[src/rtl/dino_frame_writer_if.sv]
// Avalon-MM write bus between the frame writer (master) and the display register slave.
interface dino_frame_writer_if;
    logic        av_waitrequest;
    logic        av_chipselect;
    logic        av_write;
    logic [8:0]  av_address;
    logic [31:0] av_writedata;

    modport master (
        input  av_waitrequest,
        output av_chipselect,
        output av_write,
        output av_address,
        output av_writedata
    );

    modport slave (
        output av_waitrequest,
        input  av_chipselect,
        input  av_write,
        input  av_address,
        input  av_writedata
    );
endinterface

[src/rtl/dino_frame_writer.sv]
// Per-frame dino game engine: steps game state on each vsync fall, then
// bursts the 13 sprite/score registers to the display over Avalon-MM.
module dino_frame_writer #(
    parameter logic [7:0] DINO_X    = 8'd40,
    parameter logic [7:0] GROUND_Y  = 8'd200,
    parameter logic [4:0] JUMP_V    = 5'd12,
    parameter logic [7:0] CAC_START = 8'd250,
    parameter logic [3:0] SCROLL    = 4'd4,
    parameter logic [7:0] PARK_X    = 8'd0,
    parameter logic [7:0] PARK_Y    = 8'd0,
    parameter logic [7:0] SCORE_X   = 8'd225,
    parameter logic [7:0] SCORE_Y   = 8'd185
) (
    input  logic                       clk,
    input  logic                       reset_n,
    input  logic                       vsync_n,
    input  logic                       jump_btn,
    input  logic                       duck_btn,
    dino_frame_writer_if.master        av,
    output logic                       game_over,
    output logic                       overrun
);

    localparam int unsigned  NREGS    = 13;
    localparam logic [8:0]   DINO_END = {1'b0, DINO_X} + 9'd24;
    localparam logic [7:0]   HIT_Y    = GROUND_Y - 8'd24;

    typedef enum logic [1:0] {S_IDLE, S_UPDATE, S_WRITE} state_t;

    state_t      state;
    logic        vs_q;
    logic        pend;
    logic        jump_req;
    logic [3:0]  idx;
    logic [7:0]  snap [NREGS];

    logic [7:0]  y;
    logic        air;
    logic [5:0]  vel;
    logic [7:0]  cac_x;
    logic [3:0]  score;

    logic        vs_edge;
    logic [7:0]  y_n;
    logic        air_n;
    logic [5:0]  vel_n;
    logic [7:0]  cac_n;
    logic [3:0]  score_n;
    logic        go_n;
    logic [8:0]  y_step;
    logic        pose_jump;
    logic        pose_duck;
    logic        pose_dino;
    logic [7:0]  wr_val [NREGS];
    logic [3:0]  idx_nxt;

    assign vs_edge = vs_q & ~vsync_n;
    assign idx_nxt = idx + 4'd1;

    // Next game state for this frame; collision is judged on the updated positions.
    always_comb begin
        y_n     = y;
        air_n   = air;
        vel_n   = vel;
        cac_n   = cac_x;
        score_n = score;
        go_n    = game_over;
        y_step  = '0;
        if (game_over) begin
            if (jump_req) begin
                y_n     = GROUND_Y;
                air_n   = 1'b0;
                vel_n   = '0;
                cac_n   = CAC_START;
                score_n = '0;
                go_n    = 1'b0;
            end
        end else begin
            if (!air && jump_req) begin
                air_n = 1'b1;
                vel_n = {1'b0, JUMP_V};
            end
            if (air_n) begin
                y_step = {1'b0, y} - {{3{vel_n[5]}}, vel_n};
                vel_n  = vel_n - 6'd1;
                if ($signed(y_step) >= $signed({1'b0, GROUND_Y})) begin
                    y_n   = GROUND_Y;
                    air_n = 1'b0;
                    vel_n = '0;
                end else begin
                    y_n = y_step[7:0];
                end
            end
            if (cac_x < {4'b0, SCROLL}) begin
                cac_n   = CAC_START;
                score_n = (score == 4'd9) ? '0 : score + 4'd1;
            end else begin
                cac_n = cac_x - {4'b0, SCROLL};
            end
            if (cac_n >= DINO_X && {1'b0, cac_n} < DINO_END && y_n > HIT_Y)
                go_n = 1'b1;
        end
    end

    always_comb begin
        pose_jump  = air_n;
        pose_duck  = !air_n && duck_btn;
        pose_dino  = !pose_jump && !pose_duck;
        wr_val[0]  = pose_dino ? DINO_X : PARK_X;
        wr_val[1]  = pose_dino ? y_n    : PARK_Y;
        wr_val[2]  = pose_jump ? DINO_X : PARK_X;
        wr_val[3]  = pose_jump ? y_n    : PARK_Y;
        wr_val[4]  = pose_duck ? DINO_X : PARK_X;
        wr_val[5]  = pose_duck ? y_n    : PARK_Y;
        wr_val[6]  = cac_n;
        wr_val[7]  = GROUND_Y;
        wr_val[8]  = PARK_X;
        wr_val[9]  = PARK_Y;
        wr_val[10] = {4'b0, score_n};
        wr_val[11] = SCORE_X;
        wr_val[12] = SCORE_Y;
    end

    always_ff @(posedge clk or negedge reset_n) begin
        if (!reset_n) begin
            state           <= S_IDLE;
            vs_q            <= 1'b1;
            pend            <= 1'b0;
            overrun         <= 1'b0;
            jump_req        <= 1'b0;
            game_over       <= 1'b0;
            idx             <= '0;
            y               <= GROUND_Y;
            air             <= 1'b0;
            vel             <= '0;
            cac_x           <= CAC_START;
            score           <= '0;
            av.av_write     <= 1'b0;
            av.av_chipselect<= 1'b0;
            av.av_address   <= '0;
            av.av_writedata <= '0;
            for (int unsigned i = 0; i < NREGS; i++)
                snap[i] <= '0;
        end else begin
            vs_q <= vsync_n;
            if (vs_edge && pend)
                overrun <= 1'b1;

            // A press landing in the UPDATE cycle survives to the next frame.
            if (state == S_UPDATE)
                jump_req <= jump_btn;
            else if (jump_btn)
                jump_req <= 1'b1;

            // An edge arriving together with a pending one stays pending.
            if (state == S_IDLE) begin
                if (pend || vs_edge)
                    pend <= pend & vs_edge;
            end else if (vs_edge) begin
                pend <= 1'b1;
            end

            case (state)
                S_IDLE: begin
                    if (pend || vs_edge)
                        state <= S_UPDATE;
                end
                S_UPDATE: begin
                    y                <= y_n;
                    air              <= air_n;
                    vel              <= vel_n;
                    cac_x            <= cac_n;
                    score            <= score_n;
                    game_over        <= go_n;
                    snap             <= wr_val;
                    idx              <= '0;
                    av.av_write      <= 1'b1;
                    av.av_chipselect <= 1'b1;
                    av.av_address    <= '0;
                    av.av_writedata  <= {24'b0, wr_val[0]};
                    state            <= S_WRITE;
                end
                S_WRITE: begin
                    if (!av.av_waitrequest) begin
                        if (idx == 4'(NREGS - 1)) begin
                            av.av_write      <= 1'b0;
                            av.av_chipselect <= 1'b0;
                            av.av_address    <= '0;
                            av.av_writedata  <= '0;
                            idx              <= '0;
                            state            <= S_IDLE;
                        end else begin
                            idx             <= idx_nxt;
                            av.av_address   <= {5'b0, idx_nxt};
                            av.av_writedata <= {24'b0, snap[idx_nxt]};
                        end
                    end
                end
                default: state <= S_IDLE;
            endcase
        end
    end

endmodule

[src/flat_wrapper.sv]
// flat-port wrapper written by rule: the top's interface ports become plain ports
module dino_frame_writer_flat 
#(
    parameter logic [7:0] DINO_X    = 8'd40,
    parameter logic [7:0] GROUND_Y  = 8'd200,
    parameter logic [4:0] JUMP_V    = 5'd12,
    parameter logic [7:0] CAC_START = 8'd250,
    parameter logic [3:0] SCROLL    = 4'd4,
    parameter logic [7:0] PARK_X    = 8'd0,
    parameter logic [7:0] PARK_Y    = 8'd0,
    parameter logic [7:0] SCORE_X   = 8'd225,
    parameter logic [7:0] SCORE_Y   = 8'd185
)
  (clk, reset_n, vsync_n, jump_btn, duck_btn, game_over, overrun, av_av_waitrequest, av_av_chipselect, av_av_write, av_av_address, av_av_writedata);
  dino_frame_writer_if av_i ();
  input  logic clk;
  input  logic reset_n;
  input  logic vsync_n;
  input  logic jump_btn;
  input  logic duck_btn;
  output logic game_over;
  output logic overrun;
  input wire logic [$bits(av_i.av_waitrequest)-1:0] av_av_waitrequest;
  output wire logic [$bits(av_i.av_chipselect)-1:0] av_av_chipselect;
  output wire logic [$bits(av_i.av_write)-1:0] av_av_write;
  output wire logic [$bits(av_i.av_address)-1:0] av_av_address;
  output wire logic [$bits(av_i.av_writedata)-1:0] av_av_writedata;
  assign av_i.av_waitrequest = av_av_waitrequest;
  assign av_av_chipselect = av_i.av_chipselect;
  assign av_av_write = av_i.av_write;
  assign av_av_address = av_i.av_address;
  assign av_av_writedata = av_i.av_writedata;
  dino_frame_writer #(.DINO_X(DINO_X), .GROUND_Y(GROUND_Y), .JUMP_V(JUMP_V), .CAC_START(CAC_START), .SCROLL(SCROLL), .PARK_X(PARK_X), .PARK_Y(PARK_Y), .SCORE_X(SCORE_X), .SCORE_Y(SCORE_Y)) u_core (.clk(clk), .reset_n(reset_n), .vsync_n(vsync_n), .jump_btn(jump_btn), .duck_btn(duck_btn), .av(av_i), .game_over(game_over), .overrun(overrun));
endmodule
[config.mk]
export PLATFORM = sky130hd
export DESIGN_NAME = dino_frame_writer_flat
export DESIGN_NICKNAME = d
export VERILOG_FILES = /design/src/rtl/dino_frame_writer_if.sv /design/src/rtl/dino_frame_writer.sv /design/src/flat_wrapper.sv
export SDC_FILE = /design/constraint.sdc
export NUM_CORES = 1
export LEC_CHECK = 0
export CORE_ASPECT_RATIO = 1.25
export CORE_MARGIN = 5
export CORE_UTILIZATION = 43
export CTS_BUF_LIST = sky130_fd_sc_hd__clkbuf_8
export CTS_CLUSTER_SIZE = 16
export DETAILED_ROUTE_END_ITERATION = 8
export GPL_TIMING_DRIVEN = 0
export MAX_ROUTING_LAYER = met4
export PLACE_DENSITY = 0.66
export SKIP_LAST_GASP = 1
export SLEW_MARGIN = 0
export SYNTH_ARGS = -nofsm -noshare
export SYNTH_HDL_FRONTEND = slang
export SYNTH_SLANG_ARGS = --single-unit
[constraint.sdc]
create_clock -name clk -period 3.3 [get_ports clk]
set_clock_uncertainty 0.05 [all_clocks]
set_input_delay 0.99 -clock clk [delete_from_list [all_inputs] [get_ports clk]]
set_output_delay 0.99 -clock clk [all_outputs]
set_load 0.02 [all_outputs]
[Word level (Yosys, flattened, before mapping)]
Cells that the tools add are included.
Cells by class
  order comparisons: 6
  bitwise logic cells: 4
  add/subtract/negate cells: 5
  equality and inequality tests: 8
  muxes and demuxes: 58
  reductions and logical operators: 21
Operators with widths (number)
  $mux W8: 15
  $pmux W32 S2: 1
  $mux W6: 9
  $bmux W8 S4: 1
  $mux W32: 1
  $mux W4: 7
  $pmux W9 S2: 1
  $mux W1: 16
  $ge A9 B9 Y1 const B: 1
  $mux W9: 1
  $reduce_and A3 Y1: 3
  $sub A8 B9 Y9: 1
  $add A4 B1 Y4 const B: 2
  $eq A4 B4 Y1 const B: 2
  $ge A8 B6 Y1 const B: 1
  $gt A8 B8 Y1 const B: 1
  $lt A8 B3 Y1 const B: 1
  $lt A8 B7 Y1 const B: 1
  $pmux W4 S2: 1
  $reduce_bool A2 Y1: 4
  $sub A8 B3 Y8 const B: 1
  $logic_and A1 B1 Y1: 6
  $mux W2: 3
  $ne A2 B2 Y1 const B: 3
  14 further kinds: 19
Word-level totals
  output and inout port bits: 45
  word-level logic and storage cells: 127
  flip-flop bits (word level): 139
  bits of input ports: 6

[Depth between registers and ports, before layout]
  depth after elaboration: 15
  mapped depth: 14

[Least setup slack after synthesis]
No wires, ideal clock.
  kind: register -> register
  start point: register, netlist name u_core.snap[83]
  end point: register u_core.vel[3]
  period minus slack after synthesis: 3.206 ns
  setup time: 0.123 ns
  required time: 3.127 ns
  buffers on the path: 1
  stages on the path, launching flop included: 13
  arrival time: 3.033 ns
  path slack: 0.094 ns
  cells stage by stage: dfrtp_1 -> nand2b_2 -> nand2_1 -> ha_1 -> nor2b_1 -> or2_2 -> a211oi_2 -> or2_1 -> a311oi_4 -> or3_1 -> buf_6 -> o21a_4 -> o221a_1
RTL lines
  to (signal assigned): RTL line dino_frame_writer.sv:171  | vel <= vel_n;
  to (decl): RTL line dino_frame_writer.sv:39  | logic [5:0] vel;

==> impl_metrics.toml <==
[critical_path]
worstSetupEndpointType = "flop"
reg2reg_slack_ps = -20
path_class = "flop to flop"
path_max_fanout = 7
r2r-start = "u_core.snap[83]$_DFFE_PN0P_"
cp_data_arrival_time_ps = 3530
rr_worst_depth = 15
rr_endpoint = "u_core.snap[67]$_DFFE_PN0P_"
startpoint_type = "flop"
setup.worst_path.start = "u_core.snap[83]$_DFFE_PN0P_"
cp.required_ps = 3510

[power_and_ir_drop]
ir_worst_vdd_mv = 0.768
power.leakage_nw = 2.64
power.total_mw = 6.53
power.density_nw_per_um2 = 1080

[global_routing]
grt_pass1_wl_mm = 21.3
grt_util_all_layers_pct = 19.9
grt_pass1_vias = 4216
antenna_found_initial = 0
grt_max_degree = 63
grt.overflow.total = 0

[cts]
hold_buffers = 0
path_clk_slew_ps = 80
cts_tree = "yes"
clock_latency_ps = 370
cts.htree.levels = 3
cts_num_sinks = 80
cts-buffers-inserted = 9
clockBufferDepth = 2
cts_root_buf = "clkbuf_8"

[sta]
tightestPinTransition_ps = 797
fin_crit_ps = 3320
drv_slew = 0
rsz0062_at_grt = "true"
period_share_pct = 101
layout_setup_ws_ps = -24.1
hold-worst-slack_ps = 418
fmax_ghz = 0.301
hold_viol = 0
relSlewSlack_pct = 46.5
tns_ps = -59.0
finalSetupViolCount = 5

[min_path]
hold_end = "u_core.overrun$_DFFE_PN0P_"
hold_class = "flop to flop"
worstHoldPathCells = 1
min-delay-start = "u_core.overrun$_DFFE_PN0P_"

[routing]
met3_length_um = 518
drt_iter0_drc = 271
finalWirelength_mm = 13.2
vias_per_cell = 5.65
met2_length_mm = 6.77
routed.top_layer = "met4"
postRouteAntennaNets = 0
wl_per_cell_um = 17.1
wl_met1_mm = 5.54
vias = 4351
firstDrtPassIters = 5
drc_errors = 0

[synthesis]
ys_ff_latch = 80
synth_cell_types = 78
async_flop_share_pct = 100
syn-cell-area_um2 = 4990
synth_edf_count = 0
avgSynthCellArea_um2 = 9.09
synth_cells = 549
yosysWarningCount = 0
ys.flop_type = "dfrtp_1"
yosysSeqAreaShare_pct = 40.4

[floorplan]
dieArea_um2 = 13900
die_x_um = 106
die_y_um = 130
floorplan.initialDensity_pct = 43.4
ios = 51
rows = 44
core_um2 = 11500

[place]
place_inst = 737
gp_congestion = 0.909
dp_hpwl_mm = 9.60
numPortBuffers = 21

[final_layout]
drive_gt1_share_pct = 20.9
nNetsFinal = 646
fillers = 1063
antenna_cells = 0
final_cell_mix = "nand2_1, dfrtp_1, buf_4, o21ai_0, nor2_1"
multiInputGateArea_um2 = 2860
regArea_um2 = 2020
area_growth_pct = 20.8
final_common_cell = "nand2_1"
stdcell_count = 770

[run_status]
violations = "setup timing"
status = "finished, violations left"

[job]
max_cap_violations = 0
layer usage:
metal | global-route usage (%) | vias up
li1 | - | 2076
met1 | 23.9 | 2133
met2 | 34.4 | 111
met3 | 1.82 | 31
met4 | 8.61 | 0
met5 | - | -
cell families after synthesis:
group / share of synthesized area, %
xor+xnor: 2.08
flops: 40.4
buf+inv: 8.20
mux: 3.39
compound gates: 24.7
fa+ha+maj: 3.41
other cells: 0.0752
simple gates: 17.8
Yosys cell counts, drive strengths merged (4+ instances only):
master | number | share of area (%)
o22ai | 7 | 0.88
nor2b | 7 | 0.88
a21o | 6 | 0.90
xor2 | 4 | 0.70
a31oi | 7 | 1.0
mux2i | 9 | 1.8
buf | 37 | 5.5
nand2b | 12 | 1.6
and2 | 9 | 1.1
nand2 | 77 | 5.8
inv | 14 | 1.1
nor2 | 36 | 2.7
ha | 12 | 3.0
a22oi | 4 | 0.60
o31ai | 10 | 1.7
o21a | 4 | 0.75
a22o | 8 | 1.4
clkbuf | 22 | 1.7
or3 | 5 | 0.73
nor3 | 6 | 0.60
xnor2 | 7 | 1.4
nand3 | 16 | 1.6
o21ai | 62 | 6.3
dfstp | 10 | 5.3
or2 | 4 | 0.50
a32oi | 5 | 0.88
a32o | 5 | 1.0
a21oi | 24 | 2.4
dfrtp | 70 | 35
worst max-delay path, stage by stage, from the launching register on:
cell	delay [ps]
dfrtp_2	400
nand2b_4	160
and2_4	160
ha_4	130
inv_2	30
fa_2	340
nand2b_1	100
o21ai_2	80
o211a_1	280
o2111a_1	300
o311ai_4	390
o41ai_4	180
buf_4	180
o21ai_4	250
buf_6	140
nand2_2	30
power by group:
part / internal [mW] / switching [mW]
Clock: 0.384 / 0.373
Combinational: 1.76 / 2.34
Sequential: 1.36 / 0.311
area by class of cell:
| type | count | share of cell area (%) |
|---|---|---|
| Clock buffer | 11 | 2.51 |
| Timing Repair Buffer | 41 | 6.33 |
| Inverter | 14 | 0.872 |
| Buffer | 57 | 5.69 |
| Sequential cell | 80 | 33.5 |
| Tap cell | 138 | 2.86 |
| Clock inverter | 5 | 0.789 |
| Multi-Input combinational cell | 424 | 47.5 |
through the flow:
stage          util [%]  setup slack, ps  cell area (um2)
2_1_floorplan         -             94.3             5090
3_3_place_gp       47.6            -1590             5480
3_5_place_dp       47.8             -450             5500
4_1_cts            51.3             2.16             5900
5_1_grt            52.4             -153             6030
6_report           52.4            -24.1             6030
sequential cells by signal (all words and copies together) (netlist names):
name                    flops
u_core.av.av_write          1
u_core.av.av_writedata      8
u_core.cac_x                8
u_core.game_over            1
u_core.idx                  4
u_core.jump_req             1
u_core.overrun              1
u_core.pend                 1
u_core.score                4
u_core.snap                34
u_core.state                2
u_core.vel                  6
u_core.vs_q                 1
u_core.y                    8
what timing repair did:
action | in CTS | in global routing
pin swaps | 14 | 12
endpoints found under the setup margin | 42 | 44
buffers inserted | 12 | 7
resized for setup | 22 | 19
worst max-delay path by stage:
| stage | end | slack [ps] |
|---|---|---|
| 4_1_cts | u_core.snap[75]$_DFFE_PN0P_ | 2 |
| 3_5_place_dp | u_core.snap[58]$_DFFE_PN0P_ | -450 |
| 5_1_grt | u_core.snap[67]$_DFFE_PN0P_ | -150 |
| 2_1_floorplan | u_core.vel[3]$_DFFE_PN0P_ | 90 |
| 3_3_place_gp | u_core.cac_x[2]$_DFFE_PN0P_ | -1590 |
| 6_report | u_core.snap[67]$_DFFE_PN0P_ | -20 |
Power figures use the tool's default switching activity.
